<file path="config.mk">
export PLATFORM = sky130hd
export DESIGN_NAME = attack_controller
export DESIGN_NICKNAME = d
export VERILOG_FILES = /design/src/rtl/battleship_pkg.sv /design/src/rtl/button_edge_detect.sv /design/src/rtl/attack_controller.sv
export SDC_FILE = /design/constraint.sdc
export NUM_CORES = 1
export LEC_CHECK = 0
export BUFFER_PORTS_ARGS = -buffer_cell sky130_fd_sc_hd__buf_2
export CAP_MARGIN = 40
export CORE_MARGIN = 1.5
export CORE_UTILIZATION = 40
export CTS_CLUSTER_SIZE = 24
export DETAILED_ROUTE_END_ITERATION = 12
export RECOVER_POWER = 100
export SLEW_MARGIN = 15
export SYNTH_ARGS = -nofsm -noshare
export SYNTH_HDL_FRONTEND = slang
export SYNTH_SLANG_ARGS = --single-unit
</file>
<file path="constraint.sdc">
create_clock -name clk -period 5.7 [get_ports clk]
set_clock_uncertainty 0.2 [all_clocks]
set_input_delay 0.855 -clock clk [delete_from_list [all_inputs] [get_ports clk]]
set_output_delay 0.855 -clock clk [all_outputs]
set_load 0.05 [all_outputs]
</file>
<file path="src/rtl/battleship_pkg.sv">
`default_nettype none
// ============================================================================
// Module   : battleship_pkg
// Purpose  : Board geometry, result codes, FSM encoding and cell helpers for
//            the 5x7 battleship attack stage.
// Revision : 1.0
// ============================================================================
package battleship_pkg;

  localparam int NUM_COLS  = 5;
  localparam int NUM_ROWS  = 7;
  localparam int NUM_CELLS = NUM_COLS * NUM_ROWS;

  typedef enum logic [1:0] {
    RES_NONE   = 2'b00,
    RES_MISS   = 2'b01,
    RES_HIT    = 2'b10,
    RES_REPEAT = 2'b11
  } result_t;

  typedef enum logic [1:0] {
    ST_IDLE  = 2'd0,
    ST_READY = 2'd1,
    ST_EVAL  = 2'd2,
    ST_DONE  = 2'd3
  } state_t;

  function automatic logic [5:0] popcount_cells(input logic [NUM_CELLS-1:0] v);
    logic [5:0] n;
    n = '0;
    for (int i = 0; i < NUM_CELLS; i++) begin
      n = n + {5'd0, v[i]};
    end
    return n;
  endfunction

  // Cells are stored column-major: bit index = col*NUM_ROWS + row.
  function automatic logic [5:0] cell_index(input logic [2:0] col, input logic [2:0] row);
    return 6'(col) * 6'(NUM_ROWS) + 6'(row);
  endfunction

endpackage
`default_nettype wire

</file>
<file path="src/rtl/button_edge_detect.sv">
`default_nettype none
// ============================================================================
// Module   : button_edge_detect
// Purpose  : Rising-edge pulse from a debounced level; a held level yields one pulse.
// Revision : 1.0
// ============================================================================
module button_edge_detect (
  input  logic clk,
  input  logic reset,
  input  logic level,
  output logic pulse
);

  logic level_q;

  always_ff @(posedge clk or posedge reset) begin
    if (reset) begin
      level_q <= 1'b0;
    end else begin
      level_q <= level;
    end
  end

  assign pulse = level & ~level_q;

endmodule
`default_nettype wire

</file>
<file path="src/rtl/attack_controller.sv">
`default_nettype none
// ============================================================================
// Module   : attack_controller
// Purpose  : Attack-mode stage: evaluates shots against the latched fleet layout
//            and drives hit/shot maps, score and game-over status.
//            Optional: ATTACK_REPEAT_PENALTY_EN makes repeated valid cells cost a shot.
// Revision : 1.0
// ============================================================================
module attack_controller
  import battleship_pkg::*;
#(
  parameter int MAX_SHOTS  = 20,
  parameter int SHOT_CNT_W = 5
) (
  input  logic                  clk,
  input  logic                  reset,
  input  logic                  game_start,
  input  logic                  attack_button,
  input  logic [2:0]            columns_attack,
  input  logic [2:0]            rows_attack,
  input  logic [6:0]            col1_in,
  input  logic [6:0]            col2_in,
  input  logic [6:0]            col3_in,
  input  logic [6:0]            col4_in,
  input  logic [6:0]            col5_in,
  output logic [6:0]            colHit1,
  output logic [6:0]            colHit2,
  output logic [6:0]            colHit3,
  output logic [6:0]            colHit4,
  output logic [6:0]            colHit5,
  output logic [6:0]            colShot1,
  output logic [6:0]            colShot2,
  output logic [6:0]            colShot3,
  output logic [6:0]            colShot4,
  output logic [6:0]            colShot5,
  output logic [SHOT_CNT_W-1:0] shots_count,
  output logic [SHOT_CNT_W-1:0] hits_count,
  output logic [1:0]            last_result,
  output logic                  result_valid,
  output logic                  game_over,
  output logic                  game_won
);

  logic start_pulse;
  logic attack_pulse;

  button_edge_detect u_start_edge (
    .clk   (clk),
    .reset (reset),
    .level (game_start),
    .pulse (start_pulse)
  );

  button_edge_detect u_attack_edge (
    .clk   (clk),
    .reset (reset),
    .level (attack_button),
    .pulse (attack_pulse)
  );

  state_t                state_q;
  logic [NUM_CELLS-1:0]  layout_q;
  logic [NUM_CELLS-1:0]  shot_q;
  logic [NUM_CELLS-1:0]  hit_q;
  logic [5:0]            ship_cells_q;
  logic [SHOT_CNT_W-1:0] shots_q;
  logic [SHOT_CNT_W-1:0] hits_q;
  logic [2:0]            col_q;
  logic [2:0]            row_q;
  result_t               last_result_q;
  logic                  result_valid_q;
  logic                  game_over_q;
  logic                  game_won_q;

  logic [NUM_CELLS-1:0]  layout_in;
  logic [5:0]            ship_cells_d;
  logic [SHOT_CNT_W-1:0] shots_d;
  logic [SHOT_CNT_W-1:0] hits_d;
  logic [5:0]            cell_idx;
  logic                  cell_valid;
  logic                  cell_shot;
  logic                  cell_ship;
  logic                  hits_reach;
  logic                  shot_limit;
  logic                  start_take;

  assign layout_in    = {col5_in, col4_in, col3_in, col2_in, col1_in};
  assign ship_cells_d = popcount_cells(layout_in);
  assign shots_d      = shots_q + SHOT_CNT_W'(1);
  assign hits_d       = hits_q + SHOT_CNT_W'(1);
  assign cell_idx     = cell_index(col_q, row_q);
  assign cell_valid   = (col_q < 3'(NUM_COLS)) && (row_q < 3'(NUM_ROWS));
  // Map lookups are only meaningful for in-range coordinates.
  assign cell_shot    = cell_valid && shot_q[cell_idx];
  assign cell_ship    = cell_valid && layout_q[cell_idx];
  assign hits_reach   = (32'(hits_d) == 32'(ship_cells_q));
  assign shot_limit   = (32'(shots_d) == 32'(MAX_SHOTS));
  assign start_take   = start_pulse && (state_q != ST_EVAL);

  always_ff @(posedge clk or posedge reset) begin
    if (reset) begin
      state_q        <= ST_IDLE;
      layout_q       <= '0;
      shot_q         <= '0;
      hit_q          <= '0;
      ship_cells_q   <= '0;
      shots_q        <= '0;
      hits_q         <= '0;
      col_q          <= '0;
      row_q          <= '0;
      last_result_q  <= RES_NONE;
      result_valid_q <= 1'b0;
      game_over_q    <= 1'b0;
      game_won_q     <= 1'b0;
    end else begin
      result_valid_q <= 1'b0;
      if (start_take) begin
        // A start edge outranks a simultaneous attack edge.
        layout_q      <= layout_in;
        ship_cells_q  <= ship_cells_d;
        shot_q        <= '0;
        hit_q         <= '0;
        shots_q       <= '0;
        hits_q        <= '0;
        last_result_q <= RES_NONE;
        game_over_q   <= 1'b0;
        game_won_q    <= 1'b0;
        state_q       <= (ship_cells_d != 6'd0) ? ST_READY : ST_IDLE;
      end else begin
        unique case (state_q)
          ST_READY: begin
            if (attack_pulse) begin
              col_q   <= columns_attack;
              row_q   <= rows_attack;
              state_q <= ST_EVAL;
            end
          end
          ST_EVAL: begin
            result_valid_q <= 1'b1;
            state_q        <= ST_READY;
            if (!cell_valid) begin
              last_result_q <= RES_REPEAT;
            end else if (cell_shot) begin
              last_result_q <= RES_REPEAT;
`ifdef ATTACK_REPEAT_PENALTY_EN
              shots_q <= shots_d;
              if (shot_limit) begin
                state_q     <= ST_DONE;
                game_over_q <= 1'b1;
              end
`endif
            end else begin
              shot_q[cell_idx] <= 1'b1;
              shots_q          <= shots_d;
              if (cell_ship) begin
                hit_q[cell_idx] <= 1'b1;
                hits_q          <= hits_d;
                last_result_q   <= RES_HIT;
              end else begin
                last_result_q   <= RES_MISS;
              end
              if (cell_ship && hits_reach) begin
                state_q     <= ST_DONE;
                game_over_q <= 1'b1;
                game_won_q  <= 1'b1;
              end else if (shot_limit) begin
                state_q     <= ST_DONE;
                game_over_q <= 1'b1;
              end
            end
          end
          default: begin
          end
        endcase
      end
    end
  end

  // The hit counter must be able to reach ship_cells, otherwise a win is undetectable.
  assert property (@(posedge clk) disable iff (reset)
    !(start_take && (32'(ship_cells_d) >= (32'd1 << SHOT_CNT_W))));

  assign colHit1      = hit_q[6:0];
  assign colHit2      = hit_q[13:7];
  assign colHit3      = hit_q[20:14];
  assign colHit4      = hit_q[27:21];
  assign colHit5      = hit_q[34:28];
  assign colShot1     = shot_q[6:0];
  assign colShot2     = shot_q[13:7];
  assign colShot3     = shot_q[20:14];
  assign colShot4     = shot_q[27:21];
  assign colShot5     = shot_q[34:28];
  assign shots_count  = shots_q;
  assign hits_count   = hits_q;
  assign last_result  = last_result_q;
  assign result_valid = result_valid_q;
  assign game_over    = game_over_q;
  assign game_won     = game_won_q;

endmodule
`default_nettype wire

</file>
== Word level (Yosys, flattened, before mapping) ==
Index checks and enable logic that the tools add are counted.
Cells by class
  add/subtract/negate cells: 37
  multiply operators: 1
  divide/modulo/power cells: 0
  magnitude comparators: 4
  equal/unequal tests: 7
  shifts and indexed selects: 0
  muxes and demuxes: 50
  bitwise logic cells: 7
  reduce and logical (&&, ||, !) cells: 19
Operators with widths (count)
  $mux W35: 9
  $add A6 B1 Y6: 29
  $or A35 B35 Y35: 2
  $mux W5: 9
  $mux W2: 11
  $mux W1: 17
  $bmux W1 S6: 2
  $reduce_and A4 Y1: 3
  $add A5 B1 Y5 const B: 2
  $reduce_bool A2 Y1: 4
  $lt A6 B7 Y1 const B: 1
  $add A5 B1 Y6: 1
  $add A6 B3 Y6: 1
  $demux W1 S6: 1
  $eq A5 B6 Y1: 1
  $ge A6 B1 Y1 const B: 1
  $logic_and A1 B1 Y1: 6
  $lt A3 B3 Y1 const B: 2
  $mul A3 B3 Y6 const B: 1
  $reduce_and A3 Y1: 2
  $reduce_bool A3 Y1: 2
  $reduce_bool A6 Y1: 1
  $add A4 B1 Y5: 1
  $eq A5 B5 Y1 const B: 1
  12 further kinds: 15
Storage, ports and cells
  flip-flop bits (word level): 136
  bits in latches: 0
  memory bits (writable): 0
  bits in read-only memories: 0
  input bits: 45
  output and inout bits: 85
  word-level logic and storage cells: 140
  memories: 0

== Depth between registers and ports, before layout ==
Gate-level depths: netlist (run 1).
  word-level depth: 37
  gate-level depth with buffers: 18

== Hierarchy ==
From an unflattened synthesis (run 1), not the netlist that was laid out.
Unflattened totals
  cells, all modules: 704
  area, all modules: 7155.6 µm²
Modules (own cells, without submodules)
  attack_controller: instances 1, cells each 698, area an instance 7070.5 µm², seq. area each 3353.2 µm²
  button_edge_detect: instances 2, cells each 3, area an instance 42.5 µm², seq. area each 25.0 µm²

== Worst setup path after synthesis (run 1) ==
OpenSTA, ideal clock, no wires.
  path type: input port to flip-flop
  start point: in col1_in[0]
  end point: reg state_q[0]
  data arrival time: 5.213 ns
  data required time: 5.357 ns
  slack: 0.144 ns
  cell stages on the path: 18
  buffers on the path: 0
  cell sequence: inv_1 -> fa_1 -> inv_1 -> fa_1 -> fa_1 -> fa_1 -> fa_1 -> inv_1 -> fa_1 -> inv_1 -> fa_1 -> inv_1 -> fa_1 -> inv_1 -> a21o_1 -> a21oi_1 -> xor2_1 -> a41oi_1
On the way
  cells in the longest elaborated chain, start to end: 37
Ends and longest elaborated chain
  start: declaration: line attack_controller.sv:21  | input logic [6:0] col1_in,
  $add A1 B1 Y2: line battleship_pkg.sv:32  | n = n + {5'd0, v[i]};
  $add A2 B1 Y3: line battleship_pkg.sv:32
  $add A3 B1 Y4: line battleship_pkg.sv:32
  $add A4 B1 Y5: line battleship_pkg.sv:32
  $add A5 B1 Y6: line battleship_pkg.sv:32
  $add A6 B1 Y6 (29 in series): line battleship_pkg.sv:32
  $reduce_bool A6 Y1: line attack_controller.sv:128  | state_q <= (ship_cells_d != 6'd0) ? ST_READY : ST_IDLE;
  $mux W1: line attack_controller.sv:128
  $mux W2: line attack_controller.sv:117  | if (start_take) begin
  end signal: assignment: line attack_controller.sv:128
  end: declaration: line attack_controller.sv:61  | state_t state_q;
No other way between the ends.
A chain may end at the register's enable or synchronous reset.

== Worst setup path after layout (run 1) ==
  start point: in col1_in[0]
  end point: reg ship_cells_q[4]
On the way
  cells in the longest elaborated chain, start to end: 34
Ends and longest elaborated chain
  $add A1 B1 Y2: line battleship_pkg.sv:32
  $add A2 B1 Y3: line battleship_pkg.sv:32
  $add A3 B1 Y4: line battleship_pkg.sv:32
  $add A4 B1 Y5: line battleship_pkg.sv:32
  $add A5 B1 Y6: line battleship_pkg.sv:32
  $add A6 B1 Y6 (29 in series): line battleship_pkg.sv:32
  end signal: assignment: line attack_controller.sv:120  | ship_cells_q <= ship_cells_d;
  end: declaration: line attack_controller.sv:65  | logic [5:0] ship_cells_q;
No other way between the ends.

==> results_dict.tcl, run 1 <==
set metrics [dict create \
    critical_path_class "input pin to flop" \
    cts-root-buf "clkbuf_16" \
    n_antenna_cell 0 \
    synth_top_area_share_pct 46.7 \
    synthFlopType "dfrtp_1" \
    initial_core_util_pct 40.7 \
    period_share_pct 94.8 \
    required_ns 5.75 \
    cpMostUsedCell "fa_1" \
    pre_cts_slack_ns -0.156 \
    yosysTopAreaCell "dfrtp_1" \
    r2r_slack_ns 0.41 \
    tightest_slew_ns 3.09 \
    coreArea_mm2 0.0179 \
    finalWorstSetupSlack_ns 0.294 \
    port_buffers 129 \
    syn_avg_cell_area_um2 9.62 \
    cts_buffer_depth 2 \
    drive_gt1_share_pct 11.8 \
    grt_pass1_vias 5709 \
    cts.sinks 136 \
    r2r_start "col_q[1]" \
    overflow 0 \
    failed_checks "max-capacitance violations, max-slew violations" \
    drc 0 \
    period_needed_ns 5.41 \
    grt_max_degree 94 \
    dr.pass1.iters 5 \
    drt_wl_total_um 19700 \
    antenna_left 0 \
    detail_route.wl_per_cell_um 17.4 \
    dp_hpwl_um 14300 \
    drv_slew 247 \
    cpPeakStageDelay_ns 0.57 \
    hold_depth 2 \
    critical_path_arrival_ns 5.45 \
    die_area_mm2 0.0190 \
    hold_viol_final 0 \
    setup_viol 0 \
    holdPathEnd "layout_q[4]" \
    path_clk_slew_ns 0.06 \
    maxCapViolations 4 \
    track_usage_pct 21.9 \
    synthArstFlopShare_pct 100 \
    cts-hold-fix-buffers 0 \
    routabilityCongestion 0.779 \
    synthToLayoutAreaGrowth_pct 18.9 \
    post_cts_buffers 0 \
    rsz0062_at_grt "false" \
    rr_worst_depth 13 \
    nFillCells 1761 \
    mappedNetlistArea_mm2 0.00728 \
    cp_cell_sequence "buf_2, inv_1, fa_1, inv_1, fa_1, fa_1, fa_1, fa_1, inv_1, fa_1, inv_1, fa_1, inv_1, fa_1, inv_1, a21o_1, a21oi_1, xor2_1, o21ai_0" \
    synthTopCellsByArea "dfrtp_1, nand2_1, fa_1" \
    h-tree-depth 4 \
    synth-seq-cells 136 \
    outcome "finished with violations" \
    vias_per_cell 5.21 \
    synth_edf_count 0 \
    hp-class "flop to flop" \
    place_inst 1100 \
    ys_seq_area_share_pct 46.7 \
    startpoint_type "input pin" \
    ys_types 57 \
    drt_iter0_markers 324 \
    yosys_warnings 0 \
    cts_resized 0 \
    fin_cells 1131 \
    netlist_instances 757 \
    end_kind "flop" \
    dieHeight_um 138 \
    cts_buffers 17 \
    path_max_fanout 2 \
    fmax_mhz 185 \
    fp.dieW_um 138 \
    io_pins 130 \
    nNetsFinal 987 \
    hold_start "layout_q[4]" \
    cts_tree "yes" \
    rr_endpoint "hit_q[7]" \
    antenna_found_initial 0 \
    relSlewSlack_pct -106 \
    clk_latency_ns 0.43 \
    syn-num-nets 853 \
    via_count 5895 \
    std_cell_rows 49 \
    grt_pass1_wl_um 31000 \
    crit_path_top_delay_cell "fa_1" \
]
stage by stage:
step	hold slack [ns]	utilization (%)	instance area (um2)	TNS, ns
after CTS	0.196	49.2	8820	0
after floorplan	0.240	-	7280	0
after detailed placement	0.261	46.0	8240	-0.338
after global placement	0.258	45.8	8210	-0.383
after global routing	0.297	48.4	8660	0
final	0.273	48.4	8660	0
worst max-delay path by stage:
stage / slack, ns / startpoint / endpoint
global route: 0.007 / col1_in[0] / ship_cells_q[5]
finish: 0.29 / col1_in[0] / ship_cells_q[4]
floorplan: 0.14 / col1_in[0] / state_q[0]
detailed placement: -0.16 / col1_in[0] / state_q[0]
CTS: 0.28 / col1_in[0] / state_q[0]
global placement: -0.16 / col1_in[0] / state_q[0]
cell usage after synthesis, types with 3 or more instances:
cell type / number
a211oi_1: 3
a21o_1: 3
a21oi_1: 12
a22o_1: 9
a31oi_1: 9
and2_1: 6
and3_1: 5
buf_2: 12
buf_4: 4
clkbuf_1: 18
dfrtp_1: 136
fa_1: 31
ha_1: 20
inv_1: 57
mux2_2: 9
mux2i_1: 19
nand2_1: 184
nand2b_1: 12
nand3_1: 8
nand4_1: 4
nor2_1: 28
nor2b_1: 8
nor3_1: 6
o2111ai_1: 3
o21ai_0: 50
o21ai_1: 38
o221ai_1: 6
o22ai_1: 8
xnor2_1: 3
xor2_1: 10
kinds of logic (layout without fill, tap and decap cells):
kind of cell	count (synthesis)	in the layout	share of synthesized area [%]
and+or+nand+nor	270	270	15.8
AOI/OAI and AO/OA	160	160	13.6
DFF	136	136	46.7
buffers and inverters	95	240	5.51
adders and majority gates	51	51	12.0
muxes	30	30	4.36
xor gates and xnor gates	15	15	2.01
worst max-delay path, delay by kind of cell:
family / cells / cell delay (ns)
xor gates and xnor gates: 1 / 0.18
AOI/OAI and AO/OA: 3 / 0.39
buffers and inverters: 7 / 0.42
adders and majority gates: 8 / 3.60
flip-flops by register name (all words and copies together), names as in the netlist:
| signal | count |
|---|---|
| col_q | 3 |
| game_over | 1 |
| game_won | 1 |
| hit_q | 35 |
| hits_count | 5 |
| last_result | 2 |
| layout_q | 35 |
| result_valid | 1 |
| row_q | 3 |
| ship_cells_q | 6 |
| shot_q | 35 |
| shots_count | 5 |
| state_q | 2 |
| u_attack_edge.level_q | 1 |
| u_start_edge.level_q | 1 |
cell usage in the layout, fill, tap and decap left out, types with 6 or more instances in the layout:
master / instances
fa_1: 31
clkbuf_16: 17
a21oi_1: 12
xor2_1: 10
nor2b_1: 8
nand2_1: 184
inv_1: 56
nor2_1: 27
ha_1: 20
o21ai_0: 85
dfrtp_1: 136
nor3_1: 6
a22o_1: 9
buf_4: 14
buf_2: 42
nand3_1: 8
o22ai_1: 8
mux2i_1: 19
nand2b_1: 12
a31oi_1: 9
clkbuf_1: 94
mux2_2: 9
o221ai_1: 6
layer usage:
metal  global-route usage, %  part of all wire, %
met5                       0                    0
met4                    7.64                  1.9
met3                    4.20                  4.8
met2                    34.2                   47
met1                    30.5                   47
cell type report:
| type | count | area [um2] | share of cell area, % |
|---|---|---|---|
| clock buffers | 22 | 484 | 5.59 |
| multi-input cells | 526 | 3480 | 40.2 |
| well taps | 229 | 287 | 3.31 |
| repair buffers | 153 | 694 | 8.02 |
| flip-flops and latches | 136 | 3400 | 39.3 |
| clock inverters | 8 | 96.3 | 1.11 |
| inverters | 57 | 215 | 2.48 |
Power of run 1 is left out: the tool's default activity adds up to more than one toggle a clock period on the data nets, which glitch-free logic cannot reach.
==> run 2: changes to the inputs <==
==> constraint.sdc (replaced) <==
create_clock -name clk -period 7 [get_ports clk]
set_clock_uncertainty 0.2 [all_clocks]
set_input_delay 1.05 -clock clk [delete_from_list [all_inputs] [get_ports clk]]
set_output_delay 1.05 -clock clk [all_outputs]
set_load 0.05 [all_outputs]
==> run 2 against run 1 <==
- the run still ends with max-capacitance violations, max-slew violations left
- die area did not move
- sequential cell count unchanged
- critical endpoint is now hit_q[25]
- utilization decreased by 0.084 points
==> results_dict.tcl, run 2 (synthesis gave the netlist of run 1 again) <==
set metrics [dict create \
    drc 0 \
    via_count 5867 \
    cts_tree "yes" \
    n_antenna_cell 0 \
    fp.dieW_um 138 \
    cts-root-buf "clkbuf_16" \
    end_kind "flop" \
    critical_path_class "flop to flop" \
    r2r_start "col_q[1]" \
    rr_endpoint "hit_q[25]" \
    top_regs "hit_q: 35 flops, layout_q: 35 flops, shot_q: 35 flops" \
    h-tree-depth 4 \
    outcome "finished with violations" \
    io_pins 130 \
    cts_resized 0 \
    hold_viol_final 0 \
    grt_pass1_wl_um 31600 \
    rsz0062_at_grt "false" \
    relSlewSlack_pct -150 \
    coreArea_mm2 0.0179 \
    layout_common_cells "nand2_1, dfrtp_1, clkbuf_1" \
    seq_area_mm2 0.00340 \
    dr.pass1.iters 5 \
    fmax_mhz 172 \
    critical_path_arrival_ns 5.85 \
    antenna_found_initial 0 \
    tightest_slew_ns 3.73 \
    hold_start "layout_q[23]" \
    cts.sinks 136 \
    routabilityCongestion 0.807 \
    r2r_slack_ns 1.18 \
    mostFrequentLayoutCell "nand2_1" \
    detail_route.wl_per_cell_um 17.8 \
    drt_wl_total_um 20000 \
    holdPathEnd "layout_q[23]" \
    post_cts_buffers 0 \
    initial_core_util_pct 40.7 \
    dp_hpwl_um 14300 \
    grt_pass1_vias 5785 \
    clk_latency_ns 0.42 \
    vias_per_cell 5.24 \
    setup_viol 0 \
    startpoint_type "flop" \
    multi_input_comb_area_mm2 0.00348 \
    hp-class "flop to flop" \
    hold_depth 2 \
    failed_checks "max-capacitance violations, max-slew violations" \
    drv_slew 159 \
    nFillCells 1741 \
    grt_max_degree 85 \
    path_clk_slew_ns 0.06 \
    die_area_mm2 0.0190 \
    drt_iter0_markers 419 \
    path_max_fanout 31 \
    drive_gt1_share_pct 10.7 \
    cts_buffer_depth 2 \
    nNetsFinal 973 \
    cts_buffers 17 \
    cts-hold-fix-buffers 0 \
    period_needed_ns 5.82 \
    antenna_left 0 \
    track_usage_pct 22.3 \
    dieHeight_um 138 \
    period_share_pct 83.2 \
    rr_worst_depth 13 \
    std_cell_rows 49 \
    required_ns 7.03 \
    tns_ns 0 \
    synthToLayoutAreaGrowth_pct 18.7 \
    overflow 0 \
    maxCapViolations 3 \
    port_buffers 129 \
]
## run 2: changes by cell type in the layout (fill, tap and decap cells not counted), moves of 2 or more
cell and change:
buf_4 -9, bufinv_16 +3, clkbuf_4 -2, clkbuf_8 -3, clkinv_2 -2, inv_6 +2, o21ai_0 -2, o21ai_1 +2
## run 2: worst max-delay path: stages, from the launching register on
cell	delay (ns)
dfrtp_1	0.48
fa_1	0.55
inv_1	0.06
fa_1	0.51
fa_1	0.55
buf_4	0.30
or2_0	0.40
o22ai_1	0.15
a221o_1	0.40
o2111ai_1	0.17
a31oi_4	0.29
nand3_2	0.15
clkbuf_1	1.11
o21ai_0	0.30
## run 2: metrics by stage
stage | utilization, % | instances | area, um2 | setup slack, ns | hold slack, ns
floorplan | - | 757 | 7280 | 1.25 | 0.240
global placement | 45.3 | 1085 | 8100 | 0.932 | 0.255
detailed placement | 45.5 | 1087 | 8140 | 0.891 | 0.259
CTS | 49.1 | 1119 | 8780 | 1.32 | 0.272
global route | 48.3 | 1119 | 8650 | 0.802 | 0.303
finish | 48.3 | 1119 | 8650 | 1.18 | 0.273
## run 2: routing by layer
| metal | share of wire [%] | GRT usage, % |
|---|---|---|
| met5 | 0 | 0 |
| met4 | 2.0 | 8.16 |
| met1 | 47 | 31.5 |
| met3 | 4.5 | 3.84 |
| met2 | 46 | 34.6 |
## run 2: area by class of cell
cell class,count,share of cell area [%]
multi-input combinational,526,40.2
sequential,136,39.4
timing repair buffer,139,7.15
clock buffer,21,5.21
tap,229,3.31
inverter,57,2.49
clock inverter,11,2.24
## run 2: worst max path at each step
| stage | from | to | depth (start not counted) |
|---|---|---|---|
| finish | col_q[1] | hit_q[25] | 13 |
| global route | col_q[1] | hit_q[28] | 13 |
| CTS | col1_in[0] | state_q[0] | 19 |
| detailed placement | col1_in[0] | state_q[0] | 19 |
| global placement | col1_in[0] | state_q[0] | 19 |
| floorplan | col1_in[0] | state_q[0] | 18 |
Power of run 2 is left out for the same reason.
